===== config.mk =====
export PLATFORM = sky130hd
export DESIGN_NAME = ansi_term_decoder
export DESIGN_NICKNAME = d
export VERILOG_FILES = /design/src/rtl/ansi_term_decoder.sv
export SDC_FILE = /design/constraint.sdc
export NUM_CORES = 1
export LEC_CHECK = 0
export ABC_AREA = 1
export CAP_MARGIN = 15
export CORE_MARGIN = 8
export CORE_UTILIZATION = 31
export CTS_CLUSTER_SIZE = 8
export DETAILED_ROUTE_END_ITERATION = 16
export REMOVE_ABC_BUFFERS = 1
export SLEW_MARGIN = 30
export SYNTH_ARGS = -nofsm -noshare
export SYNTH_HDL_FRONTEND = slang
export SYNTH_SLANG_ARGS = --single-unit
export TNS_END_PERCENT = 50

===== constraint.sdc =====
create_clock -name clk -period 7 [get_ports clk]
set_clock_uncertainty 0.2 [all_clocks]
set_input_delay 0.7 -clock clk [delete_from_list [all_inputs] [get_ports clk]]
set_output_delay 0.7 -clock clk [all_outputs]
set_load 0.03 [all_outputs]

===== src/rtl/ansi_term_decoder.sv =====
// ansi_term_decoder: parses a byte-serial ANSI terminal stream (printable text, ESC[..H/f
// cursor goto, ESC[2J clear, ESC[..m SGR) into one command per cmd handshake.
// Ports:
//   clk, rst                 clock, synchronous active-high reset
//   in_valid/in_data/in_ready  byte input stream (ready/valid)
//   cmd_valid/cmd_ready        command output handshake
//   cmd_op                     0 PUTC, 1 GOTO, 2 CLEAR, 3 SGR
//   cmd_arg0/cmd_arg1          command arguments
//   err                        one-cycle pulse on malformed/unsupported sequence
// Build option: define ANSI_CLAMP_EN to clamp GOTO to the screen and reject SGR codes
// outside {0,1,30..37,40..47}.
module ansi_term_decoder #(
    parameter int unsigned HEIGHT     = 40,
    parameter int unsigned WIDTH      = 80,
    parameter int unsigned MAX_PARAMS = 2
) (
    input  logic       clk,
    input  logic       rst,
    input  logic       in_valid,
    input  logic [7:0] in_data,
    output logic       in_ready,
    output logic       cmd_valid,
    input  logic       cmd_ready,
    output logic [2:0] cmd_op,
    output logic [7:0] cmd_arg0,
    output logic [7:0] cmd_arg1,
    output logic       err
);

    localparam int unsigned IDX_W = 3;
    localparam logic [7:0] C_ESC  = 8'h1B;
    localparam logic [7:0] C_LBRK = 8'h5B;
    localparam logic [7:0] C_SEMI = 8'h3B;
    localparam logic [7:0] C_H    = 8'h48;
    localparam logic [7:0] C_F    = 8'h66;
    localparam logic [7:0] C_J    = 8'h4A;
    localparam logic [7:0] C_M    = 8'h6D;
    localparam logic [2:0] OP_PUTC  = 3'd0;
    localparam logic [2:0] OP_GOTO  = 3'd1;
    localparam logic [2:0] OP_CLEAR = 3'd2;
    localparam logic [2:0] OP_SGR   = 3'd3;

    if (MAX_PARAMS < 1 || MAX_PARAMS > 4 || HEIGHT < 1 || HEIGHT > 255 ||
        WIDTH < 1 || WIDTH > 255) begin : g_bad_param
        $error("ansi_term_decoder: parameter out of range");
    end

    typedef enum logic [1:0] {S_GROUND, S_ESC, S_CSI, S_EMIT} state_t;

    state_t                r_state, w_state_next;
    logic [7:0]            r_p [MAX_PARAMS];
    logic [7:0]            w_p_n [MAX_PARAMS];
    logic [MAX_PARAMS-1:0] r_pres, w_pres_n, r_pend, w_pend_n;
    logic [IDX_W-1:0]      r_idx, w_idx_n;
    logic                  r_ovf, w_ovf_n;
    logic                  r_valid, w_valid_n, r_err, w_err_n;
    logic [2:0]            r_op, w_op_n;
    logic [7:0]            r_arg0, w_arg0_n, r_arg1, w_arg1_n;

    logic                  w_accept, w_digit, w_semi, w_final, w_multi, w_sgr_ok, w_last_param;
    logic [7:0]            w_cur, w_sat, w_row, w_col, w_first_val, w_pend_val;
    logic [11:0]           w_prod;
    logic [MAX_PARAMS-1:0] w_first_oh, w_pend_oh, w_pend_rest;

    assign in_ready  = ~r_valid & (r_state != S_EMIT);
    assign cmd_valid = r_valid;
    assign cmd_op    = r_op;
    assign cmd_arg0  = r_arg0;
    assign cmd_arg1  = r_arg1;
    assign err       = r_err;

    assign w_accept     = in_valid & in_ready;
    assign w_digit      = (in_data >= 8'h30) && (in_data <= 8'h39);
    assign w_semi       = (in_data == C_SEMI);
    assign w_final      = (in_data >= 8'h40) && (in_data <= 8'h7E);
    assign w_last_param = ((32'(r_idx) + 32'd1) == MAX_PARAMS);

    // Lowest-index present param (first SGR) and lowest still-pending param.
    assign w_first_oh  = r_pres & (~r_pres + MAX_PARAMS'(1));
    assign w_pend_oh   = r_pend & (~r_pend + MAX_PARAMS'(1));
    assign w_pend_rest = r_pend & ~w_pend_oh;
    assign w_multi     = (r_pres & ~w_first_oh) != '0;

`ifdef ANSI_CLAMP_EN
    function automatic logic sgr_legal(input logic [7:0] c);
        return (c == 8'd0) || (c == 8'd1) || (c >= 8'd30 && c <= 8'd37) ||
               (c >= 8'd40 && c <= 8'd47);
    endfunction
`endif

    // Param muxing, digit accumulation and GOTO argument shaping.
    always_comb begin
        w_cur       = '0;
        w_first_val = '0;
        w_pend_val  = '0;
        w_col       = 8'd1;
        w_sgr_ok    = 1'b1;
        for (int i = 0; i < int'(MAX_PARAMS); i++) begin
            if (r_idx == IDX_W'(i))          w_cur       = r_p[i];
            if (w_first_oh[i])               w_first_val = r_p[i];
            if (w_pend_oh[i])                w_pend_val  = r_p[i];
            if (i == 1 && r_p[i] != 8'd0)    w_col       = r_p[i];
`ifdef ANSI_CLAMP_EN
            if (r_pres[i] && !sgr_legal(r_p[i])) w_sgr_ok = 1'b0;
`endif
        end
        w_prod = 12'(w_cur) * 12'd10 + 12'(in_data - 8'h30);
        w_sat  = (w_prod > 12'd255) ? 8'hFF : w_prod[7:0];
        w_row  = (r_p[0] == 8'd0) ? 8'd1 : r_p[0];
`ifdef ANSI_CLAMP_EN
        if (w_row > 8'(HEIGHT)) w_row = 8'(HEIGHT);
        if (w_col > 8'(WIDTH))  w_col = 8'(WIDTH);
`endif
    end

    // State register.
    always_ff @(posedge clk) begin
        if (rst) r_state <= S_GROUND;
        else     r_state <= w_state_next;
    end

    // Next-state logic.
    always_comb begin
        w_state_next = r_state;
        case (r_state)
            S_GROUND: if (w_accept && in_data == C_ESC) w_state_next = S_ESC;
            S_ESC:    if (w_accept) w_state_next = (in_data == C_LBRK) ? S_CSI : S_GROUND;
            S_CSI: begin
                if (w_accept) begin
                    if (in_data == C_ESC)
                        w_state_next = S_ESC;
                    else if (!(w_digit || w_semi))
                        w_state_next = (w_final && in_data == C_M && !r_ovf && w_sgr_ok && w_multi)
                                       ? S_EMIT : S_GROUND;
                end
            end
            S_EMIT:   if (!r_valid && w_pend_rest == '0) w_state_next = S_GROUND;
            default:  w_state_next = S_GROUND;
        endcase
    end

    // Output / datapath next values; a handshake clears cmd_valid for one cycle.
    always_comb begin
        w_valid_n = r_valid & ~cmd_ready;
        w_op_n    = r_op;
        w_arg0_n  = r_arg0;
        w_arg1_n  = r_arg1;
        w_err_n   = 1'b0;
        w_p_n     = r_p;
        w_pres_n  = r_pres;
        w_pend_n  = r_pend;
        w_idx_n   = r_idx;
        w_ovf_n   = r_ovf;
        case (r_state)
            S_GROUND: begin
                if (w_accept && in_data != C_ESC) begin
                    w_valid_n = 1'b1;
                    w_op_n    = OP_PUTC;
                    w_arg0_n  = in_data;
                    w_arg1_n  = 8'd0;
                end
            end
            S_ESC: begin
                if (w_accept) begin
                    if (in_data == C_LBRK) begin
                        for (int i = 0; i < int'(MAX_PARAMS); i++) w_p_n[i] = 8'd0;
                        w_pres_n = '0;
                        w_pend_n = '0;
                        w_idx_n  = '0;
                        w_ovf_n  = 1'b0;
                    end else begin
                        w_err_n = 1'b1;
                    end
                end
            end
            S_CSI: begin
                if (w_accept) begin
                    if (w_digit) begin
                        // After overflow, digits are swallowed until the final byte.
                        if (!r_ovf) begin
                            for (int i = 0; i < int'(MAX_PARAMS); i++) begin
                                if (r_idx == IDX_W'(i)) begin
                                    w_p_n[i]    = w_sat;
                                    w_pres_n[i] = 1'b1;
                                end
                            end
                        end
                    end else if (w_semi) begin
                        if (w_last_param) w_ovf_n = 1'b1;
                        else              w_idx_n = r_idx + IDX_W'(1);
                    end else if (in_data == C_ESC || !w_final || r_ovf) begin
                        w_err_n = 1'b1;
                    end else if (in_data == C_H || in_data == C_F) begin
                        w_valid_n = 1'b1;
                        w_op_n    = OP_GOTO;
                        w_arg0_n  = w_row;
                        w_arg1_n  = w_col;
                    end else if (in_data == C_J) begin
                        if (r_p[0] == 8'd2) begin
                            w_valid_n = 1'b1;
                            w_op_n    = OP_CLEAR;
                            w_arg0_n  = 8'd0;
                            w_arg1_n  = 8'd0;
                        end else begin
                            w_err_n = 1'b1;
                        end
                    end else if (in_data == C_M && w_sgr_ok) begin
                        // No params yields SGR 0 (w_first_val defaults to 0).
                        w_valid_n = 1'b1;
                        w_op_n    = OP_SGR;
                        w_arg0_n  = w_first_val;
                        w_arg1_n  = 8'd0;
                        w_pend_n  = r_pres & ~w_first_oh;
                    end else begin
                        w_err_n = 1'b1;
                    end
                end
            end
            S_EMIT: begin
                if (!r_valid) begin
                    w_valid_n = 1'b1;
                    w_op_n    = OP_SGR;
                    w_arg0_n  = w_pend_val;
                    w_arg1_n  = 8'd0;
                    w_pend_n  = w_pend_rest;
                end
            end
            default: ;
        endcase
    end

    // Datapath and output registers.
    always_ff @(posedge clk) begin
        if (rst) begin
            r_valid <= 1'b0;
            r_op    <= '0;
            r_arg0  <= '0;
            r_arg1  <= '0;
            r_err   <= 1'b0;
            for (int i = 0; i < int'(MAX_PARAMS); i++) r_p[i] <= '0;
            r_pres  <= '0;
            r_pend  <= '0;
            r_idx   <= '0;
            r_ovf   <= 1'b0;
        end else begin
            r_valid <= w_valid_n;
            r_op    <= w_op_n;
            r_arg0  <= w_arg0_n;
            r_arg1  <= w_arg1_n;
            r_err   <= w_err_n;
            r_p     <= w_p_n;
            r_pres  <= w_pres_n;
            r_pend  <= w_pend_n;
            r_idx   <= w_idx_n;
            r_ovf   <= w_ovf_n;
        end
    end

endmodule

Word level (Yosys, flattened, before mapping)
Index checks and enable logic that the tools add are counted.
- add/sub/neg operators: 6
- $mul: 1
- $lt $le $gt $ge: 5
- equality and inequality tests: 38
- mux-type cells: 111
- bitwise gates (word level): 13
- reduce and logical (&&, ||, !) cells: 31
- operators with widths (cell ; count):
    8-bit two-way mux ; 30
    16-bit two-way mux ; 5
    3-bit two-way mux ; 16
    8-bit case mux with 3 select lines ; 2
    2-bit two-way mux ; 21
    2-bit inequality test (second input constant) ; 21
    8-bit by 7-bit == test with 1-bit output (second input constant) ; 5
    16-bit case mux with 2 select lines ; 1
    1-bit two-way mux ; 28
    7-bit AND reduction ; 4
    12-bit adder ; 1
    12-bit by 8-bit > comparator with 1-bit output (second input constant) ; 1
    8-bit by 3-bit multiplier with 11-bit output (second input constant) ; 1
    11-bit AND reduction ; 1
    3-bit case mux with 3 select lines ; 1
    9-bit AND reduction ; 1
    8-bit by 6-bit subtractor with 9-bit output (second input constant) ; 1
    2-bit AND ; 4
    8-bit by 2-bit == test with 1-bit output (second input constant) ; 1
    8-bit by 5-bit == test with 1-bit output (second input constant) ; 1
    8-bit by 6-bit == test with 1-bit output (second input constant) ; 1
    8-bit by 6-bit greater-or-equal comparator with 1-bit output (second input constant) ; 1
    8-bit by 7-bit greater-or-equal comparator with 1-bit output (second input constant) ; 1
    8-bit by 6-bit less-or-equal comparator with 1-bit output (second input constant) ; 1
    other kinds (30) ; 55
- register bits after elaboration: 47
- output and inout port bits: 22
- word-level logic and storage cells: 218

Longest topological paths before layout
- depth in word-level cells: 13
- gate-level depth with buffers: 28
- mapped depth without buffers: 28

Least setup slack after synthesis
Ideal clock, no wire load.
- path type: reg-to-reg
- start: reg r_idx[0]
- end: reg r_p[11] (netlist name)
- data arrival time: 3.909 ns
- setup slack: 2.777 ns
- cell stages (with the launch flop): 28
- period minus slack after synthesis: 4.223 ns
- cell sequence: dfxtp_1 inv_1 ha_1 inv_1 nor2_2 inv_1 o21ai_0 o21ai_0 inv_1 ha_1 ha_1 fa_1 nand2_1 nand2_1 a21oi_1 xor2_1 inv_1 ha_1 nand2_1 inv_1 a21oi_1 nand3_1 nand2_1 nand3_1 nor2_2 nand3_1 a21oi_1 nor2_1
- cells in the longest elaborated chain, start to end: 12
- RTL lines (what ; RTL line ; RTL):
    from (decl) ; 54 ; logic [IDX_W-1:0] r_idx, w_idx_n;
    from (signal assigned) ; 254 ; r_idx <= w_idx_n;
    3-bit logical NOT ; 99, 182 ;
    8-bit two-way mux (2 in series) ; 99 ; if (r_idx == IDX_W'(i)) w_cur = r_p[i];
    8-bit by 3-bit multiplier with 11-bit output ; 107 ; w_prod = 12'(w_cur) * 12'd10 + 12'(in_data - 8'h30);
    12-bit adder ; 107 ;
    12-bit by 8-bit > comparator with 1-bit output ; 108 ; w_sat = (w_prod > 12'd255) ? 8'hFF : w_prod[7:0];
    8-bit two-way mux ; 108 ;
    8-bit two-way mux ; 182 ; if (r_idx == IDX_W'(i)) begin
    16-bit two-way mux ; 180 ; if (!r_ovf) begin
    16-bit two-way mux ; 178 ; if (w_digit) begin
    16-bit two-way mux ; 177 ; if (w_accept) begin
    16-bit case mux with 2 select lines ; 154 ; case (r_state)
    to (signal assigned) ; 251 ; r_p <= w_p_n;
    to (decl) ; 51 ; logic [7:0] r_p [MAX_PARAMS];
Parallel ways exist; a longest one is shown, timed or not. The select of a mux whose other input is x is not followed.
A chain may end at the register's enable or synchronous reset.

Worst setup path in the final report
- start: reg r_idx[0]
- end: reg r_p[3] (netlist name)
- cells in the longest elaborated chain, start to end: 12
- RTL lines (what ; RTL line):
    3-bit logical NOT ; 99
    8-bit two-way mux (2 in series) ; 99
    8-bit by 3-bit multiplier with 11-bit output ; 107
    12-bit adder ; 107
    12-bit by 8-bit > comparator with 1-bit output ; 108
    8-bit two-way mux ; 108
    8-bit two-way mux ; 182
    16-bit two-way mux ; 180
    16-bit two-way mux ; 178
    16-bit two-way mux ; 177
    16-bit case mux with 2 select lines ; 154
Parallel ways exist; a longest one is shown, timed or not. The select of a mux whose other input is x is not followed.

==> reports/qor.csv <==
stage,metric,value,unit
run_status,outcome,"complete, no violations",
cts,CTS tree,built,
drt,routed vias/inst,5.062,
sta,Final Hold Fails,0,
worst_setup_path,R2R Setup Slk,2170,ps
sta,Slew HR,45.23,%
worst_setup_path,CP Class,register to register,
min_path,hold path start,r_pend[1]$_SDFFE_PP0P_,
drt,Via Count,3938,
synthesis,synth warn,0,
floorplanning,starting density of the core,31.25,%
sta,FMAX,207.0,MHz
floorplanning,chip width,127.9,um
layout,most frequent cells in the layout,"nand2_1, inv_1, a21oi_1, nand3_1",
sta,TNS Setup,0,ps
power_and_ir_drop,total power draw,753.5,uW
place,Routability Congestion,0.9125,
sta,Final Setup Violations,0,
cts,PostCTS Resize Cnt,0,
global_routing,antenna violations before repair,0,
worst_setup_path,Reg2Reg Depth,27,
synthesis,Synth Flop Type,dfxtp_1,
worst_setup_path,Worst EP arrival,4780,ps
drt,DRT iter0 DRCs,440,
layout,fill count,1391,
worst_setup_path,Critical path origin,r_idx[0]$_SDFFE_PP0P_,
cts,clock tree root buffer cell,clkbuf_16,
global_routing,largest net degree at the start of global routing,31,
synthesis,Post-synth EDFFs,0,
worst_setup_path,origin of the critical flop-to-flop path,r_idx[0]$_SDFFE_PP0P_,
synthesis,post-synthesis sequential area ratio,23.22,%
floorplanning,CORE AREA,0.01241,mm2
sta,fin crit share,69.01,%
worst_setup_path,reg2reg end,r_p[3]$_SDFFE_PP0P_,
place,Detail Placement HPWL,9160,um
global_routing,vias in the first global route,3685,
cts,Num Clock Sinks,45,
global_routing,first-pass GRT wire length,18450,um
drt,final wirelength,11460,um
layout,"commonest non-fill, non-tap cell in the layout",nand2_1,
synthesis,mapped cell area,0.003880,mm2
cts,# hold bufs at CTS,0,
layout,# nets final,653,
floorplanning,num ports,34,
cts,H-tree levels,2,
min_path,Min-Delay Path Depth,2,
sta,post-layout minimum cycle time,4831,ps
layout,Diodes inserted,0,
cts,Num CTS Buffers,5,
worst_setup_path,"critical path fanouts, max",8,
sta,Slew @ Worst Pin,819.0,ps
floorplanning,Die Span Y,127.9,um
power_and_ir_drop,Pleak,1.952,nW
synthesis,number of distinct library cells after synthesis,47,
layout,FF/Latch Area,900.9,um2
min_path,hold path endpoint,r_pend[1]$_SDFFE_PP0P_,
global_routing,Tot GR Track Use,13.77,%
layout,fraction of layout cells with a size suffix above 1,8.086,%
synthesis,Syn Inst Count,582,
sta,Slew Limit Fails,0,
drt,final antenna-violating net count,0,
worst_setup_path,CP startpoint kind,register,
place,I/O Buffers,32,
floorplanning,die area,0.01635,mm2
drt,drt pass-1 iters,5,
cts,Max Root-Sink Buffers,2,
floorplanning,Rows,41,
synthesis,fraction of registers with async set/reset,0,%
synthesis,"flops & latches, synth",45,
flow_run,Max-cap violations,0,
layout,area occupied by multi-input gates,0.002566,mm2
cts,"CTS clk-pin slew, worst paths",70,ps
worst_setup_path,CP required,6940,ps
power_and_ir_drop,power per cell area,168.1,mW/mm2
synthesis,Mean Syn Cell Area,6.667,um2
min_path,Hold Crit Class,register to register,
cts,setup bufs post-CTS,0,
global_routing,total gr overflow,0,
cts,Clock Latency Late Sink,290,ps
worst_setup_path,CP Capture Type,register,
layout,Area growth syn-to-layout,15.54,%
sta,RSZ-0062 raised after global routing,no,
drt,Wirelength per Cell,14.73,um
power_and_ir_drop,VDD IR max,209.2,uV
drt,DRC violations left,0,
## flip-flops by register name, indices dropped and copies added, names as in the netlist
| signal | cells |
|---|---|
| r_p | 16 |
| cmd_arg0 | 8 |
| cmd_arg1 | 8 |
| r_idx | 3 |
| cmd_op | 2 |
| r_pres | 2 |
| r_state | 2 |
| cmd_valid | 1 |
| err | 1 |
| r_ovf | 1 |
| r_pend | 1 |
## report_power, final
part	total (mW)	leakage (nW)	switching (mW)	internal, mW
logic	0.197	1.50	0.129	0.0683
clock network	0.276	0.0848	0.105	0.171
registers	0.281	0.366	0.00958	0.271
## cell families (layout without fill, tap and decap cells)
kind of cell    Yosys count  in the layout  synth area share, %
buf+inv                  97            121                10.64
compound gates          136            136                20.38
fa+ha+maj                36             36                12.00
simple gates            255            255                30.96
other cells               1              1              0.09665
xor+xnor                 12             12                2.709
flops                    45             45                23.22
## layout make-up
cell class	instances	share of cell area, %
clock buffers	5	2.791
clock inverters	3	1.061
inverters	80	6.698
multi-input cells	440	57.24
flip-flops and latches	45	20.09
well taps	172	4.800
repair buffers	33	7.312
## critical path: stages (launching register included)
cell and delay (ps):
dfxtp_1 430, inv_1 100, ha_1 230, inv_1 70
nor2_2 60, inv_1 180, o21ai_0 100, o21ai_0 150
inv_1 130, ha_1 310, ha_1 250, fa_1 410
nand2_1 80, nand2_1 50, a21oi_1 190, xor2_1 180
inv_1 80, ha_1 290, nand2_1 90, inv_1 60
a21oi_1 190, nand3_1 100, nand2_1 70, nand3_1 80
nor2_2 270, nand3_1 170, nand3_1 120, a21oi_1 70
## worst max path at each step
stage	slack (ps)	cells after the start	to
floorplan	2770	27	r_p[11]$_SDFFE_PP0P_
global placement	2300	27	r_p[3]$_SDFFE_PP0P_
detailed placement	2190	27	r_p[3]$_SDFFE_PP0P_
CTS	2180	27	r_p[3]$_SDFFE_PP0P_
global route	1720	27	r_p[2]$_SDFFE_PP0P_
finish	2170	27	r_p[3]$_SDFFE_PP0P_
## synth_stat cells (all sizes together) (6+ instances only)
| master | count | area [um2] |
|---|---|---|
| nor2 | 53 | 239.0 |
| nor3 | 9 | 72.57 |
| o21ai | 50 | 261.5 |
| clkbuf | 6 | 22.52 |
| nand3 | 52 | 292.8 |
| a21oi | 57 | 322.8 |
| ha | 34 | 425.4 |
| nand4 | 9 | 56.30 |
| inv | 79 | 296.5 |
| xor2 | 9 | 78.83 |
| o22ai | 7 | 43.79 |
| dfxtp | 45 | 900.9 |
| buf | 11 | 90.07 |
| nand2 | 124 | 485.5 |
## metal layers
| layer | track usage, % | wire length (um) | up-vias |
|---|---|---|---|
| li1 | - | - | 1989 |
| met1 | 18.48 | 5396 | 1819 |
| met2 | 22.22 | 5226 | 122 |
| met3 | 3.369 | 764 | 8 |
| met4 | 1.888 | 74 | 0 |
| met5 | 0 | 0 | - |
## per-stage QoR
stage	cell area, um2	hold WS, ps	setup WS, ps	cells	util (%)
after global routing	4483	288.7	1725	778	36.11
after detailed placement	4310	260.2	2189	770	34.72
after global placement	4310	255.4	2302	770	34.72
final	4483	269.1	2170	778	36.11
after floorplan	3767	233.2	2771	565	-
after CTS	4483	269.6	2183	778	36.11
No activity file was read; power rests on OpenSTA's default activity.
